`src/rtl/mem_arb_pkg.sv`:
```
// Shared definitions for the two-port LPDDR2 controller arbiter.
package mem_arb_pkg;

  typedef enum logic [1:0] {
    IDLE  = 2'd0,
    ISSUE = 2'd1,
    BUSY  = 2'd2,
    DONE  = 2'd3
  } arb_state_t;

  // Port indices: fetch path is port 0, load/store path is port 1.
  localparam logic PORT_IFETCH = 1'b0;
  localparam logic PORT_DATA   = 1'b1;

  // Read data returned when the controller never answers.
  localparam logic [31:0] TIMEOUT_FILL = 32'hDEADBEEF;

endpackage

```
`src/rtl/rr_arbiter2.sv`:
```
// Two-way round-robin pick: a lone request wins, a tie goes to the port
// that was not granted last.
module rr_arbiter2
  import mem_arb_pkg::*;
(
  input  logic [1:0] i_req,
  input  logic       i_last_grant,
  output logic       o_valid,
  output logic       o_grant
);

  // Combinational pick of the winning port index.
  always_comb begin
    o_valid = |i_req;
    o_grant = PORT_IFETCH;
    if (&i_req)
      o_grant = ~i_last_grant;
    else if (i_req[PORT_DATA])
      o_grant = PORT_DATA;
  end

endmodule

```
`src/rtl/mem_port_arbiter.sv`:
```
// Shares the LPDDR2 controller port between instruction fetch (port 0) and
// data load/store (port 1). One transaction in flight; all outputs registered.
module mem_port_arbiter
  import mem_arb_pkg::*;
#(
  parameter int ADDR_W  = 27,
  parameter int DATA_W  = 32,
  parameter int TIMEOUT = 1024
) (
  input  logic              clk,
  input  logic              rst,
  input  logic              p0_req,
  input  logic              p0_we,
  input  logic [ADDR_W-1:0] p0_addr,
  input  logic [DATA_W-1:0] p0_wdata,
  output logic [DATA_W-1:0] p0_rdata,
  output logic              p0_ack,
  input  logic              p1_req,
  input  logic              p1_we,
  input  logic [ADDR_W-1:0] p1_addr,
  input  logic [DATA_W-1:0] p1_wdata,
  output logic [DATA_W-1:0] p1_rdata,
  output logic              p1_ack,
  output logic [ADDR_W-1:0] address,
  output logic [DATA_W-1:0] write_data,
  input  logic [DATA_W-1:0] read_data,
  output logic              read_req,
  output logic              write_req,
  input  logic              waiting,
  output logic              busy,
  output logic              err
);

  // Counter only needs to reach TIMEOUT-1; TIMEOUT = 0 lets it wrap unused.
  localparam int CNT_W = (TIMEOUT > 1) ? $clog2(TIMEOUT) : 1;
  localparam logic [CNT_W-1:0] CNT_LAST = CNT_W'((TIMEOUT > 0) ? TIMEOUT - 1 : 0);

  arb_state_t       r_state;
  logic             r_last_grant;
  logic             r_gnt;
  logic             r_we;
  logic [CNT_W-1:0] r_cnt;

  logic              w_gnt_vld;
  logic              w_gnt;
  logic              w_we;
  logic [ADDR_W-1:0] w_addr;
  logic [DATA_W-1:0] w_wdata;
  logic              w_timeout;
  logic              w_finish;
  logic [DATA_W-1:0] w_rval;

  rr_arbiter2 u_rr (
    .i_req        ({p1_req, p0_req}),
    .i_last_grant (r_last_grant),
    .o_valid      (w_gnt_vld),
    .o_grant      (w_gnt)
  );

  assign w_we    = (w_gnt == PORT_DATA) ? p1_we    : p0_we;
  assign w_addr  = (w_gnt == PORT_DATA) ? p1_addr  : p0_addr;
  assign w_wdata = (w_gnt == PORT_DATA) ? p1_wdata : p0_wdata;

  // A falling waiting always wins over a timeout landing in the same cycle.
  assign w_timeout = (TIMEOUT != 0) && (r_cnt == CNT_LAST);
  assign w_finish  = waiting ? w_timeout : 1'b1;
  assign w_rval    = waiting ? DATA_W'(TIMEOUT_FILL) : read_data;

  // Transaction sequencer: grant, strobe, wait for the controller, ack.
  always_ff @(posedge clk or negedge rst) begin
    if (!rst) begin
      r_state      <= IDLE;
      r_last_grant <= PORT_DATA;
      r_gnt        <= PORT_IFETCH;
      r_we         <= 1'b0;
      r_cnt        <= '0;
      address      <= '0;
      write_data   <= '0;
      read_req     <= 1'b0;
      write_req    <= 1'b0;
      p0_rdata     <= '0;
      p1_rdata     <= '0;
      p0_ack       <= 1'b0;
      p1_ack       <= 1'b0;
      busy         <= 1'b0;
      err          <= 1'b0;
    end else begin
      read_req  <= 1'b0;
      write_req <= 1'b0;
      p0_ack    <= 1'b0;
      p1_ack    <= 1'b0;
      case (r_state)
        IDLE: begin
          // A still-busy controller (e.g. reset mid-op) must drain first.
          if (w_gnt_vld && !waiting) begin
            r_gnt        <= w_gnt;
            r_last_grant <= w_gnt;
            r_we         <= w_we;
            address      <= w_addr;
            write_data   <= w_wdata;
            read_req     <= ~w_we;
            write_req    <= w_we;
            busy         <= 1'b1;
            r_state      <= ISSUE;
          end
        end
        ISSUE: begin
          r_cnt   <= '0;
          r_state <= BUSY;
        end
        BUSY: begin
          r_cnt <= r_cnt + 1'b1;
          if (w_finish) begin
            if (waiting) err <= 1'b1;
            if (r_gnt == PORT_DATA) begin
              p1_ack <= 1'b1;
              if (!r_we) p1_rdata <= w_rval;
            end else begin
              p0_ack <= 1'b1;
              if (!r_we) p0_rdata <= w_rval;
            end
            r_state <= DONE;
          end
        end
        DONE: begin
          busy    <= 1'b0;
          r_state <= IDLE;
        end
        default: r_state <= IDLE;
      endcase
    end
  end

endmodule

```
`config.mk`:
```
export PLATFORM = sky130hd
export DESIGN_NAME = mem_port_arbiter
export DESIGN_NICKNAME = d
export VERILOG_FILES = /design/src/rtl/mem_arb_pkg.sv /design/src/rtl/rr_arbiter2.sv /design/src/rtl/mem_port_arbiter.sv
export SDC_FILE = /design/constraint.sdc
export NUM_CORES = 1
export LEC_CHECK = 0
export CAP_MARGIN = 20
export CORE_UTILIZATION = 30
export DETAILED_ROUTE_END_ITERATION = 8
export DONT_BUFFER_PORTS = 1
export PLACE_DENSITY = 0.55
export SETUP_SLACK_MARGIN = 0.02
export SYNTH_ARGS = -nofsm -noshare
export SYNTH_HDL_FRONTEND = slang
export SYNTH_HIERARCHICAL = 1
export SYNTH_SLANG_ARGS = --single-unit
```
`constraint.sdc`:
```
create_clock -name clk -period 4.33 [get_ports clk]
set_input_delay 0.433 -clock clk [delete_from_list [all_inputs] [get_ports clk]]
set_output_delay 0.433 -clock clk [all_outputs]
set_load 0.02 [all_outputs]
```
==> summary.txt, run 1 <==
Status
  • Outcome: finished, violations left
  • Failing checks: hold timing

Floorplanning
  • Effective utilization at floorplan: slightly above 30%
  • Die width: 147 um
  • Num rows: 52
  • Die Y: roughly 150 um
  • Core Region: ~0.020 mm2
  • Top Ports: 286
  • DIE AREA: approximately 0.022 mm2

Power and ir drop
  • PnR Total Power: about 5.7 mW
  • VDD IR max: roughly 0.27 mV
  • Pleak: 3.20 nW
  • Clock network power share: 29.1%
  • Net Sw Frac: about two fifths
  • Seq pwr share: between 50 and 60%
  • Sw Pwr: approximately 2.3 mW
  • PwrDens: about 800 mW/mm2
  • Cell internal pwr: roughly 3.4 mW
  • Logic gate share of total power: roughly 17%

STA
  • Worst-margin pin slew: approximately 0.96 ns
  • Slew headroom: about 36%
  • WHS: -0.0392 ns
  • Slew Limit Fails: 0
  • Setup ws final: 2.00 ns
  • TNS Setup: 0 ns
  • Final Hold Vio Count: 30
  • Tcrit/Tclk final: 53.7%
  • Endpoints failing setup: 0
  • Worst clock skew: 0.00979 ns
  • Minimum clock period: 2.33 ns
  • Fmax: roughly 0.43 GHz
  • Unrepaired setup endpoints after global routing: false

Yosys
  • EDFF count, synth: 0
  • Unique masters post-synth: 36
  • Syn_nets: about 810
  • Ys Warns: 6
  • Cell count after synthesis: between 600 and 700
  • Top post-synthesis cells by area: dfrtp_1 57%, mux2i_1 9.7%, o21ai_0 6.4%
  • Mean Syn Cell Area: roughly 9.8 um2
  • Area leader, netlist: dfrtp_1
  • Mapped Area: approximately 0.0063 mm2
  • Post-Synth Adder-Cell Area: less than 1%
  • Post-synthesis compound-gate area fraction: between 10 and 15%
  • Simple-gate share of the synthesized area: about 15%
  • Post-synth ARST share: 100%
  • Top cell type's share of synthesized area: 56.8%
  • Xor and xnor area share after synthesis: less than 1%
  • Ys flop type: dfrtp_1
  • Largest family of logic cells by synthesized area: simple AND/OR/NAND/NOR gates
  • Proportion of synthesized area in mux cells: under 10%
  • Sequential fraction of the synthesis area: 57.3%
  • Register bit total from synthesis: approximately 140

Global routing
  • Global-route wire length before repair: 23700 um
  • Initial antenna violation count: 0
  • Gr ovfl total: 0
  • Number of global-route vias before repair: roughly 4.2k
  • GRT Overall Usage: roughly 14%
  • Largest net degree at the start of global routing: around 150

Cells and area
  • Ratio of cells with drive above 1 in the final layout: 7.21%
  • Antenna diodes: 0
  • Nets: 788
  • FILL cells: 2086
  • Area growth syn-to-layout: 13.5%
  • Layout Cells excl Fill: about 910
  • Most common cell after layout, fill and taps aside: dfrtp_1
  • Highest-count cells in the layout ignoring fill and taps: 143 x dfrtp_1, 105 x nor2_1, 104 x nand2_1

Worst setup path
  • Worst setup startpoint: r_cnt[0]
  • Crit-path max FO: 24
  • Crit path kind: flip-flop to flip-flop
  • Data arrival, critical path: 2.65 ns
  • Worst R2R Start: r_cnt[0]
  • Setup crit end kind: flip-flop
  • Startpoint types: flip-flop
  • Req. time, crit path: approximately 4.7 ns

Placement
  • Post-Place Setup Slack: 1.87 ns
  • Port buffer count: 0
  • HPWL Detailed: about 11000 um
  • Placed Cells: 875
  • Routability congestion estimate: 0.799

Clock tree
  • Worst skew pair latency: roughly 0.41 ns
  • TritonCTS buffer count: 17
  • Clock Path Buffers: 2
  • CTS tree: done
  • Clock net sink count: 144
  • H-Tree Level Count: 4
  • Post-CTS Setup Bufs: 0
  • Root Buffer: clkbuf_16
  • Cts-stage hold buffer count: 1
  • Post-CTS sizing: 0
  • Worst-path clk slew: about 0.060 ns

Detailed routing
  • DRT iter0 DRCs: ~130
  • DRT Pass-1 Iters: 4
  • Final WL: approximately 15000 um
  • Remaining antenna violation count: 0
  • Vias: about 4.4k
  • Vias/cell: around 4.8
  • Routed length per instance: 17.0 um
  • Drc violations: 0

Hold path
  • Hold Crit Class: input pin to asynchronous set/reset pin

Job
  • # Max-Cap Violations: 0
cells by family (layout without fill, tap and decap cells):
family,Yosys count,after routing
simple gates,240,240
flops,144,144
compound gates,137,137
fa+ha+maj,5,5
xor+xnor,4,4
mux,62,62
buf+inv,51,46
metal layers:
metal  track usage, %  vias to the layer above  routed length (um)
met1             17.2                     2028                6430
met5                0                        -                   0
met4             5.05                        0                 265
met2             22.9                      212                7240
li1                 -                     2103                   -
met3             6.18                       18                1510
per-stage QoR:
stage,area [um2],util (%)
6_report,7150,35.0
5_1_grt,7150,35.0
4_1_cts,7120,34.8
3_5_place_dp,6430,31.5
3_3_place_gp,6430,31.5
2_1_floorplan,6300,-
critical path, stage by stage, from the launching register on:
cell and delay [ns]:
dfrtp_1 0.40, ha_1 0.22, nand4_1 0.09, or3_1 0.43
or3_1 0.79, a21oi_1 0.29
state kept, by name (all words and copies together), names as in the netlist, 2 cells and up:
register    count
r_cnt          10
address        27
p1_rdata       32
r_state         2
p0_rdata       32
write_data     32
layout make-up:
| class | instances | area [um2] | area share, % |
|---|---|---|---|
| timing repair buffer | 7 | 92.6 | 1.30 |
| sequential | 144 | 3600 | 50.4 |
| tap | 270 | 338 | 4.73 |
| multi-input combinational | 448 | 2420 | 33.8 |
| clock buffer | 17 | 425 | 5.95 |
| clock inverter | 14 | 239 | 3.34 |
| inverter | 8 | 30.0 | 0.420 |
cells in the mapped netlist, types with 2 or more instances:
| master | instances |
|---|---|
| dfrtp_1 | 143 |
| nor2_1 | 105 |
| nand2_1 | 104 |
| o21ai_0 | 81 |
| mux2i_1 | 61 |
| a21oi_1 | 51 |
| clkbuf_1 | 21 |
| buf_6 | 10 |
| inv_1 | 8 |
| or3_1 | 7 |
| ha_1 | 5 |
| nor3_1 | 5 |
| dlygate4sd1_1 | 4 |
| nand3_1 | 4 |
| buf_1 | 3 |
| clkbuf_2 | 3 |
| xnor2_1 | 3 |
| and2_1 | 2 |
| and3_1 | 2 |
| buf_4 | 2 |
| nand2b_1 | 2 |
| nand4_1 | 2 |
| nor4_1 | 2 |
power groups by stage:
stage | Combinational, mW | Clock (mW) | Sequential [mW]
finish | 0.974 | 1.66 | 3.07
global route | 1.16 | 1.77 | 3.15
CTS | 0.990 | 1.71 | 3.09
detailed placement | 0.969 | 0 | 3.10
global placement | 0.926 | 0 | 3.11
floorplan | 0.828 | 0 | 2.92
final timing paths:
path                                  endpoint  slack (ns)  depth (start not counted)
worst max-delay path               p0_rdata[3]        2.00                          5
worst min-delay path               p1_rdata[7]       -0.04                          1
worst max register to register     p0_rdata[3]        2.00                          5
worst min register to register    r_last_grant        0.49                          2
max in group asynchronous       write_data[11]        3.71                          1
min in group clk                  p1_rdata[24]        0.14                          2
Note: power is estimated with default switching activity, not from simulation.
==> run 2: changes to the inputs <==
==> constraint.sdc (replaced) <==
create_clock -name clk -period 2.3 [get_ports clk]
set_input_delay 0.23 -clock clk [delete_from_list [all_inputs] [get_ports clk]]
set_output_delay 0.23 -clock clk [all_outputs]
set_load 0.02 [all_outputs]
==> run 2 against run 1 <==
  * The run still ends with hold timing left
  * Worst setup slack worse by 1.9 ns
  * Critical path depth stayed put
  * Sequential power is 89% higher
  * Register-to-register slack worse by 1.9 ns
  * Flip-flop and latch count stayed put
  * Non-clock buffer count is 42 higher
  * Final cell count is 4.6% higher
  * Clock skew is 0.0011 ns lower
  * Die area stayed put
  * Largest power group unchanged
==> summary.txt, run 2 (synthesized netlist as in run 1, its figures left out) <==
Status
  • Outcome: finished, violations left (unchanged)
  • Failing checks: hold timing (unchanged)

STA
  • Tcrit/Tclk final: 93.9% (was 53.7%)
  • TNS Setup: 0 ns (unchanged)
  • Slew Limit Fails: 0 (unchanged)
  • Fmax: 0.463 GHz (was 0.430 GHz)
  • Worst clock skew: 0.00870 ns (was 0.00979 ns)
  • Endpoints failing setup: 0 (unchanged)
  • Worst-margin pin slew: 0.429 ns (was 0.961 ns)
  • WHS: -0.495 ns (was -0.0392 ns)
  • Final Hold Vio Count: 144 (was 30)
  • Slew headroom: 71.3% (was 35.9%)
  • Minimum clock period: 2.16 ns (was 2.33 ns)
  • Unrepaired setup endpoints after global routing: false (unchanged)

Worst setup path
  • Worst R2R Start: r_last_grant (was r_cnt[0])
  • Startpoint types: flip-flop (unchanged)
  • Data arrival, critical path: 2.44 ns (was 2.65 ns)
  • Setup crit end kind: flip-flop (unchanged)
  • Crit path kind: flip-flop to flip-flop (unchanged)
  • Crit path max-delay family: buffers and inverters (was simple AND/OR/NAND/NOR gates)
  • Crit-path slowest cell: dlygate4sd3_1 (was or3_1)
  • Critical Path Max Stage Delay: 0.57 ns (was 0.79 ns)
  • Reg2Reg Depth: 5 (unchanged)
  • CP bufs+invs: 2 (was 0)
  • Endpoint of the worst-slack reg-to-reg timing path: write_data[29] (was p0_rdata[3])
  • Crit-path max FO: 55 (was 24)
  • Crit-path cells: a21boi_4 > buf_12 > mux2i_1 > dlygate4sd3_1 > o21ai_0 (was ha_1 > nand4_1 > or3_1 > or3_1 > a21oi_1)
  • R2r setup slk: 0.14 ns (was 2.00 ns)
  • Req. time, crit path: 2.58 ns (was 4.66 ns)
  • Cell depth of the worst setup path: 5 (unchanged)

Clock tree
  • H-Tree Level Count: 4 (unchanged)
  • Post-CTS sizing: 0 (unchanged)
  • Root Buffer: clkbuf_16 (unchanged)
  • Cts-stage hold buffer count: 37 (was 1)
  • Post-CTS Setup Bufs: 0 (unchanged)
  • TritonCTS buffer count: 17 (unchanged)
  • Clock Path Buffers: 2 (unchanged)
  • CTS tree: done (unchanged)
  • Worst skew pair latency: 0.42 ns (was 0.41 ns)
  • Worst-path clk slew: 0.06 ns (about the same)
  • Clock net sink count: 144 (unchanged)

Detailed routing
  • DRT iter0 DRCs: 176 (was 134)
  • Vias: 4465 (was 4361)
  • Remaining antenna violation count: 0 (unchanged)
  • Drc violations: 0 (unchanged)
  • Vias/cell: 4.70 (was 4.80)
  • DRT Pass-1 Iters: 4 (unchanged)
  • Routed length per instance: 16.5 um (was 17.0 um)
  • Final WL: 15700 um (was 15400 um)

Cells and area
  • FILL cells: 2064 (was 2086)
  • Most common cell after layout, fill and taps aside: dfrtp_1 (unchanged)
  • Area growth syn-to-layout: 17.8% (was 13.5%)
  • Largest regs: p0_rdata (32), p1_rdata (32), write_data (32) (unchanged)
  • Ratio of cells with drive above 1 in the final layout: 7.35% (was 7.21%)
  • Design area: 0.00742 mm2 (was 0.00715 mm2)
  • Antenna diodes: 0 (unchanged)
  • Layout Cells excl Fill: 950 (was 908)
  • Nets: 830 (was 788)
  • Highest-count cells in the layout ignoring fill and taps: 143 x dfrtp_1, 105 x nor2_1, 104 x nand2_1 (unchanged)

Floorplanning
  • Top Ports: 286 (unchanged)
  • Die width: 147 um (unchanged)
  • Effective utilization at floorplan: 30.8% (unchanged)
  • Core Region: 0.0204 mm2 (unchanged)
  • Die Y: 147 um (unchanged)
  • Num rows: 52 (unchanged)
  • DIE AREA: 0.0216 mm2 (unchanged)

Global routing
  • Initial antenna violation count: 0 (unchanged)
  • Global-route wire length before repair: 24200 um (was 23700 um)
  • Gr ovfl total: 0 (unchanged)
  • Number of global-route vias before repair: 4261 (was 4181)
  • Largest net degree at the start of global routing: 145 (unchanged)
  • GRT Overall Usage: 14.5% (was 14.4%)

Power and ir drop
  • VDD IR max: 0.518 mV (was 0.268 mV)
  • Pleak: 3.31 nW (was 3.20 nW)
  • PwrDens: 1370 mW/mm2 (was 799 mW/mm2)

Hold path
  • Hold Crit Class: input pin to asynchronous set/reset pin (unchanged)

Placement
  • Placed cell area: 0.00652 mm2 (was 0.00643 mm2)
  • Routability congestion estimate: 0.763 (was 0.799)
  • Placed Cells: 882 (was 875)
  • HPWL Detailed: 10700 um (was 10800 um)
  • Port buffer count: 0 (unchanged)

Job
  • # Max-Cap Violations: 0 (unchanged)
## run 2: changes by cell type in the layout (fill, tap and decap cells not counted), sizes merged
cell | previous run | this run
buf | 7 | 12
bufinv | 6 | 0
clkbuf | 17 | 19
clkinvlp | 3 | 5
dlygate4sd3 | 0 | 37
inv | 9 | 11
## run 2: layout make-up
cell class / count / area, um2 / area share (%)
clock buffers: 19 / 443 / 5.97
clock inverters: 12 / 87.6 / 1.18
inverters: 8 / 30.0 / 0.405
multi-input cells: 448 / 2420 / 32.6
flip-flops and latches: 144 / 3600 / 48.6
well taps: 270 / 338 / 4.55
repair buffers: 49 / 498 / 6.71
## run 2: worst max path at each step
stage	startpoint	endpoint	slack (ns)
4_1_cts	r_last_grant	write_data[29]	0.20
5_1_grt	r_last_grant	write_data[29]	0.05
3_3_place_gp	r_cnt[0]	p0_rdata[28]	0.35
6_report	r_last_grant	write_data[29]	0.14
2_1_floorplan	r_cnt[0]	p0_rdata[10]	0.40
3_5_place_dp	r_cnt[0]	p0_rdata[27]	0.28
## run 2: per-stage QoR
step	util (%)	hold slack (ns)	total power, mW	worst slack, ns
2_1_floorplan	-	-0.0656	7.05	0.403
3_3_place_gp	31.9	-0.0627	7.64	0.346
3_5_place_dp	31.9	-0.0630	7.70	0.283
4_1_cts	36.3	-0.519	10.3	0.203
5_1_grt	36.3	-0.524	10.8	0.0467
6_report	36.3	-0.495	10.2	0.140
## run 2: routing by layer
layer	share of wire [%]	GRT usage, %
met5	0	0
met4	2.3	5.94
met3	8.9	5.43
met2	46	22.9
met1	43	17.8
## run 2: power breakdown
| part | total (mW) | leakage, nW | switching [mW] | internal [mW] |
|---|---|---|---|---|
| clock | 2.50 | 0.248 | 1.10 | 1.41 |
| sequential | 5.79 | 1.73 | 2.17 | 3.62 |
| combinational | 1.89 | 1.33 | 1.03 | 0.852 |
| total | 10.2 | 3.31 | 4.30 | 5.88 |
